==> config.mk <==
export PLATFORM = sky130hd
export DESIGN_NAME = imba_screen_sequencer
export DESIGN_NICKNAME = d
export VERILOG_FILES = /design/src/rtl/imba_screen_sequencer.sv
export SDC_FILE = /design/constraint.sdc
export NUM_CORES = 1
export LEC_CHECK = 0
export ABC_AREA = 0
export BUFFER_PORTS_ARGS = -buffer_cell sky130_fd_sc_hd__clkbuf_2
export CORE_AREA = 2 2 64 78
export DETAILED_ROUTE_END_ITERATION = 8
export DIE_AREA = 0 0 66 80
export SLEW_MARGIN = 30
export SYNTH_ARGS = -nofsm -noshare
export SYNTH_HDL_FRONTEND = slang
export SYNTH_SLANG_ARGS = --single-unit
==> constraint.sdc <==
create_clock -name clk -period 2.75 [get_ports clk]
set_input_delay 0.4125 -clock clk [delete_from_list [all_inputs] [get_ports clk]]
set_output_delay 0.4125 -clock clk [all_outputs]
set_load 0.01 [all_outputs]
==> src/rtl/imba_screen_sequencer.sv <==
// IMBA mode overlay sequencer: welcome splash, running display and clap-toggled menu.
// All timing is counted in VGA frames (frame_tick), never in clock cycles.
// Optional build macro: IMBA_WELCOME_BLINK_EN blinks the welcome text during the splash.
module imba_screen_sequencer #(
  parameter int unsigned WELCOME_FRAMES = 120,
  parameter int unsigned CLAP_HOLDOFF   = 30,
  parameter int unsigned BLINK_HALF     = 15
) (
  input  logic clk,
  input  logic rst_n,
  input  logic frame_tick,
  input  logic mode_enter,
  input  logic mode_exit,
  input  logic clap,
  output logic welcome_en,
  output logic menu_en,
  output logic active,
  output logic welcome_done
);

  // Out-of-range parameters would silently truncate into the 8-bit counters.
  if (WELCOME_FRAMES < 1 || WELCOME_FRAMES > 255) begin : g_bad_welcome_frames
    $error("WELCOME_FRAMES must be 1..255");
  end
  if (CLAP_HOLDOFF > 255) begin : g_bad_clap_holdoff
    $error("CLAP_HOLDOFF must be 0..255");
  end
  if (BLINK_HALF < 1 || BLINK_HALF > 255) begin : g_bad_blink_half
    $error("BLINK_HALF must be 1..255");
  end

  localparam logic [7:0] FrameLast = 8'(WELCOME_FRAMES - 1);
  localparam logic [7:0] HoldLoad  = 8'(CLAP_HOLDOFF);

  typedef enum logic [1:0] {StIdle, StWelcome, StRun, StMenu} state_e;

  state_e     state_q, state_d;
  logic [7:0] frame_q, frame_d;
  logic [7:0] holdoff_q, holdoff_d;
  logic       done_d;
  logic       welcome_d, menu_d, active_d;
  logic       clap_ok;

`ifdef IMBA_WELCOME_BLINK_EN
  logic [7:0] blink_q, blink_d;
  logic       phase_q, phase_d;
  localparam logic [7:0] BlinkLast = 8'(BLINK_HALF - 1);
`endif

  assign clap_ok = clap && (holdoff_q == 8'd0);

  // State and frame counters.
  always_ff @(posedge clk or negedge rst_n) begin
    if (!rst_n) begin
      state_q   <= StIdle;
      frame_q   <= 8'd0;
      holdoff_q <= 8'd0;
`ifdef IMBA_WELCOME_BLINK_EN
      blink_q   <= 8'd0;
      phase_q   <= 1'b0;
`endif
    end else begin
      state_q   <= state_d;
      frame_q   <= frame_d;
      holdoff_q <= holdoff_d;
`ifdef IMBA_WELCOME_BLINK_EN
      blink_q   <= blink_d;
      phase_q   <= phase_d;
`endif
    end
  end

  // Next state and counter updates; exit beats enter beats clap.
  always_comb begin
    state_d   = state_q;
    frame_d   = frame_q;
    holdoff_d = holdoff_q;
    done_d    = 1'b0;
`ifdef IMBA_WELCOME_BLINK_EN
    blink_d   = blink_q;
    phase_d   = phase_q;
`endif
    // Saturating hold-off countdown; a clap load below overrides it.
    if (frame_tick && (holdoff_q != 8'd0)) begin
      holdoff_d = holdoff_q - 8'd1;
    end
    if (mode_exit) begin
      state_d   = StIdle;
      holdoff_d = 8'd0;
    end else if (mode_enter) begin
      state_d = StWelcome;
      frame_d = 8'd0;
`ifdef IMBA_WELCOME_BLINK_EN
      blink_d = 8'd0;
      phase_d = 1'b1;
`endif
    end else begin
      unique case (state_q)
        StIdle: ;
        StWelcome: begin
          if (clap_ok) begin
            state_d   = StRun;
            done_d    = 1'b1;
            holdoff_d = HoldLoad;
          end else if (frame_tick) begin
            if (frame_q == FrameLast) begin
              state_d = StRun;
              done_d  = 1'b1;
            end else begin
              frame_d = frame_q + 8'd1;
            end
`ifdef IMBA_WELCOME_BLINK_EN
            if (blink_q == BlinkLast) begin
              blink_d = 8'd0;
              phase_d = ~phase_q;
            end else begin
              blink_d = blink_q + 8'd1;
            end
`endif
          end
        end
        StRun: begin
          if (clap_ok) begin
            state_d   = StMenu;
            holdoff_d = HoldLoad;
          end
        end
        StMenu: begin
          if (clap_ok) begin
            state_d   = StRun;
            holdoff_d = HoldLoad;
          end
        end
        default: state_d = StIdle;
      endcase
    end
  end

  // Output decode from the next state so the enables change on the sampling edge.
  always_comb begin
`ifdef IMBA_WELCOME_BLINK_EN
    welcome_d = (state_d == StWelcome) && phase_d;
`else
    welcome_d = (state_d == StWelcome);
`endif
    menu_d   = (state_d == StMenu);
    active_d = (state_d != StIdle);
  end

  // Registered outputs.
  always_ff @(posedge clk or negedge rst_n) begin
    if (!rst_n) begin
      welcome_en   <= 1'b0;
      menu_en      <= 1'b0;
      active       <= 1'b0;
      welcome_done <= 1'b0;
    end else begin
      welcome_en   <= welcome_d;
      menu_en      <= menu_d;
      active       <= active_d;
      welcome_done <= done_d;
    end
  end

endmodule
Word-level counts from Yosys, hierarchy flattened. Cells that the tools add are included.

$add $sub $neg: 2. Equal/unequal tests: 8. Muxes and demuxes: 24. Bitwise gates (word level): 1. Reductions and logical operators: 9.

Operators with widths (number): 8-bit 2-to-1 mux (10); 2-bit 2-to-1 mux (7); 8-bit by 1-bit adder with 8-bit output (second input constant) (1); 8-bit by 7-bit equality test with 1-bit output (second input constant) (1); 8-bit zero test (1); 8-bit nonzero test (1); 8-bit by 1-bit subtractor with 8-bit output (second input constant) (1); 2-bit equality test (second input constant) (3); 1-bit 2-to-1 mux (6); 2-bit case mux with 3 select lines (1); 2-bit nonzero test (3); 5-bit AND reduction (1); 2-bit by 1-bit equality test with 1-bit output (second input constant) (2); 2-bit != test (second input constant) (2); 3-bit OR reduction (1); 1-bit logical AND (2); 1-bit NOT (1).

Register bits after elaboration: 22. Input port bits: 6. Output and inout port bits: 4. Logic and storage cells: 51.

Longest topological paths before layout.
Depth in word-level cells: 8. Depth in mapped cells: 7. Mapped depth without buffers: 6.

Least setup slack after synthesis. No wires, ideal clock.

Path kind: reg-to-reg. Start point: register holdoff_q[0]. End point: register holdoff_q[2]. Library setup time: 81 ps. Data arrival time: 1873 ps. Required time: 2669 ps. Slack: 796 ps. Cell stages (with the launch flop): 7. Path buffers: 0. Clock period less this slack: 1954 ps. Path through: dfrtp_1 inv_1 ha_1 or4bb_1 or2_1 or3_4 a31oi_4.

Cells in the longest elaborated chain, start to end: 7. Elaborated cells between the ends (all ways): 10. Those cells by class: add/sub: 1; mux: 5; reduce/logical: 4.

Ends and longest elaborated chain: start, declared (RTL line 39) `logic [7:0] holdoff_q, holdoff_d;`; start signal, assigned (RTL line 65) `holdoff_q <= holdoff_d;`; branches (longest 5 deep; another with 8-bit by 1-bit subtractor with 8-bit output); 8-bit 2-to-1 mux * (RTL line 90) `end else if (mode_enter) begin`; 8-bit 2-to-1 mux * (RTL line 87) `if (mode_exit) begin`; via holdoff_d[2] (RTL line 39).

Mark *: on every way through the listed nets, which the timed path passes. A chain may end at the register's enable or synchronous reset.

Final worst setup path.
Start point: register holdoff_q[0]. End point: register holdoff_q[1].

Same word-level chain as after synthesis.

==> impl_summary.txt <==
----------------------------------------------------
[Yosys]
  Flops & latches, synth ... 22
  Post-synth top area cell ... sky130_fd_sc_hd__dfrtp_1
  Sequential element share of the synthesized area ... 0.423
  Synthesized netlist cell count ... 131
  Number of distinct library cells after synthesis ... 45
  Total nets after synthesis ... 140
  Dominant register cell in the synthesized netlist ... sky130_fd_sc_hd__dfrtp_1
  Mean instance size in the synthesized netlist ... 9.93 um2
  EDFF count, synth ... 0
  Summed instance area of the synthesized netlist ... 0.00130 mm2
  Most area-consuming cells after synthesis ... sky130_fd_sc_hd__dfrtp_1 (42%), sky130_fd_sc_hd__o311ai_0 (6.7%), sky130_fd_sc_hd__nand2_1 (3.2%)
  Async set-reset flop share out of synthesis ... 1.00
  Area fraction of the dominant cell type after synthesis ... 0.423
  Number of warnings issued by yosys ... 0

[Setup path]
  Sort of element at the end of the critical path ... flop
  Top Family by Delay on Critical Path ... simple AND/OR/NAND/NOR gates
  Crit-path slowest cell ... sky130_fd_sc_hd__or3b_2
  Arr. time, crit path ... 2350 ps
  Crit path max fanout ... 5
  Total buffers and inverters traversed by the critical path ... 1
  Critical path's largest stage delay ... 510 ps
  Critical path launch point type ... flop
  Required time reported for the critical path endpoint ... 2940 ps
  Critical path class ... reg -> reg
  Cell Chain, Critical Path ... inv_1 -> ha_1 -> or3b_2 -> o21ai_0 -> mux2_2 -> a21oi_1

[Placed design]
  Count of buffers inserted at the top-level ports ... 9
  Setup slack after placement ... 585 ps
  Post-detail-place hpwl ... 2.17 mm
  Routability Congestion ... 0.817

[Floorplanning]
  FP Rows ... 27
  Vertical die dimension ... 80 um
  Top-level port count ... 10
  Core Box Area ... 0.00453 mm2
  Die area ... 0.00528 mm2
  Die outline width ... 66 um
  Initial cell density of the core ... 0.287

[CTS]
  CTS clock-pin slew for the worst setup and hold paths ... 80 ps
  Post-cts hold buffer count ... 0
  H-tree depth reported by CTS ... 1
  Number of buffers created by CTS ... 3
  Source-to-sink clock delay at the later pin of the worst-skew pair ... 270 ps
  Resized Gates After CTS ... 0
  Total number of clock tree sinks ... 22
  Clock root cell ... sky130_fd_sc_hd__clkbuf_8
  Number of buffers inserted by post-CTS setup repair ... 0
  Clock tree from TritonCTS ... built
  Clock Path Buffers ... 2

[Global routing]
  Vias in the first global route ... 1080
  Wire length of the first global-routing pass ... 5.06 mm
  Antenna violations before repair ... 0
  Largest net degree at the start of global routing ... 23
  GRT Total Usage ... 0.123
  Aggregate global routing overflow ... 0

[Cells and area]
  Number of antenna diodes ... 0
  Number of nets in the layout ... 149
  Number of inserted filler cells in the final layout ... 489
  Share of layout cells above drive strength 1 ... 0.180
  Area growth from synthesis to layout ... 11.2%

[Timing]
  Post-route clock period utilization ... 0.785
  Fmax achieved ... 463 MHz
  Final min period ... 2160 ps
  Slew at the pin with the worst max-slew slack ... 610 ps
  Final count of hold timing violations ... 0
  Slew Limit Headroom ... 0.590
  Final count of negative-setup-slack endpoints ... 0
  Final setup margin ... 591 ps
  Setup repair after global routing missed its margin ... no
  Number of slew-limit violations in the final report ... 0
  Total Negative Setup Slacks ... 0 ps
  Largest clock skew in the final design ... 4.95 ps

[Routing]
  Initial drt markers ... 29
  Number of antenna-violating nets in the routed design ... 0
  Drt drc ... 0
  Via Count ... 1062
  Average wire length per cell after detail routing ... 15.3 um
  DR pass1 iterations ... 4
  Final wirelength ... 3.02 mm
  Ratio of routed vias to standard cells ... 5.39

[Power]
  Total design power ... 1400 uW
  Pwr/cell area ... 965 mW/mm2
  Leakage Power ... 0.000574 uW
  Maximum VDD drop ... 0.300 mV

[Run]
  Max Cap Viol ... 0

[Status]
  Outcome ... finished, final reports clean

[Hold path]
  Path class of the lowest-slack min-delay path ... in -> async

----------------------------------------------------
metrics by stage:
| stage | util | cell area, um2 | cells | hold slack [ps] |
|---|---|---|---|---|
| final | 0.320 | 1450 | 197 | 122 |
| after global routing | 0.320 | 1450 | 197 | 164 |
| after CTS | 0.320 | 1450 | 197 | 143 |
| after detailed placement | 0.307 | 1390 | 193 | 433 |
| after global placement | 0.307 | 1390 | 193 | 436 |
| after floorplan | - | 1300 | 131 | 117 |
power by group:
group,total [uW],leakage [uW],switching (uW),internal [uW]
registers,511,0.000297,98.0,413
logic,646,0.000249,373,273
clock network,239,0.0000288,112,128
total,1400,0.000574,583,814
state kept, by name, indices dropped and copies added, names as in the netlist:
register and flops:
menu_en 1, welcome_en 1, frame_q 8, holdoff_q 8, active 1, welcome_done 1
state_q 2
cell families after synthesis:
kind of cell / Yosys count / synth area share
and+or+nand+nor: 51 / 0.236
AOI/OAI and AO/OA: 35 / 0.213
DFF: 22 / 0.423
buffers and inverters: 13 / 0.0442
xor gates and xnor gates: 6 / 0.0462
adders and majority gates: 3 / 0.0288
muxes: 1 / 0.00865
placed cells by master, fill, tap and decap left out, drive strengths merged, types with 2 or more instances in the layout:
cell / count
a21oi: 7
a311o: 2
clkbuf: 13
dfrtp: 22
ha: 3
inv: 8
nand2: 11
nand3: 6
nor2: 7
nor3: 4
o211ai: 4
o21ai: 5
o311ai: 10
or2: 4
or3: 6
or4: 2
xnor2: 3
xor2: 3
cell type report:
cell class	count	area [um2]	share of cell area
timing repair buffer	9	45.0	0.0311
multi-input combinational	96	693	0.479
sequential	22	551	0.381
clock buffer	4	55.1	0.0381
tap	58	72.6	0.0502
inverter	8	30.0	0.0208
per-layer routing:
metal	routed length, um	share of wire	vias up	GRT usage
li1	-	-	517	-
met1	1380	0.46	528	0.154
met2	1560	0.52	14	0.214
met5	0	0	-	0
met3	57	0.019	3	0.0183
met4	30	0.0099	0	0.0367
cells in the mapped netlist (2+ instances only):
| master | n |
|---|---|
| sky130_fd_sc_hd__or3_1 | 5 |
| sky130_fd_sc_hd__nand2_1 | 11 |
| sky130_fd_sc_hd__a21oi_1 | 7 |
| sky130_fd_sc_hd__a311o_1 | 2 |
| sky130_fd_sc_hd__xor2_1 | 3 |
| sky130_fd_sc_hd__dfrtp_1 | 22 |
| sky130_fd_sc_hd__nor3_1 | 4 |
| sky130_fd_sc_hd__xnor2_1 | 2 |
| sky130_fd_sc_hd__o21ai_0 | 4 |
| sky130_fd_sc_hd__or4_1 | 2 |
| sky130_fd_sc_hd__clkbuf_1 | 2 |
| sky130_fd_sc_hd__nand3_1 | 6 |
| sky130_fd_sc_hd__o211ai_1 | 4 |
| sky130_fd_sc_hd__nor2_1 | 6 |
| sky130_fd_sc_hd__o311ai_0 | 10 |
| sky130_fd_sc_hd__inv_1 | 8 |
| sky130_fd_sc_hd__or2_2 | 3 |
| sky130_fd_sc_hd__ha_1 | 3 |
worst paths after layout:
| path | cells after the start | to | slack [ps] | start |
|---|---|---|---|---|
| setup / recovery | 6 | holdoff_q[1] | 590 | holdoff_q[0] |
| hold / removal | 1 | frame_q[0] | 120 | rst_n |
| setup reg to reg | 6 | holdoff_q[1] | 590 | holdoff_q[0] |
| hold reg to reg | 1 | welcome_done | 530 | state_q[1] |
| max in group asynchronous | 1 | holdoff_q[6] | 2250 | rst_n |
| min in group clk | 1 | welcome_done | 530 | state_q[1] |
(Power assumes the default switching activity.)
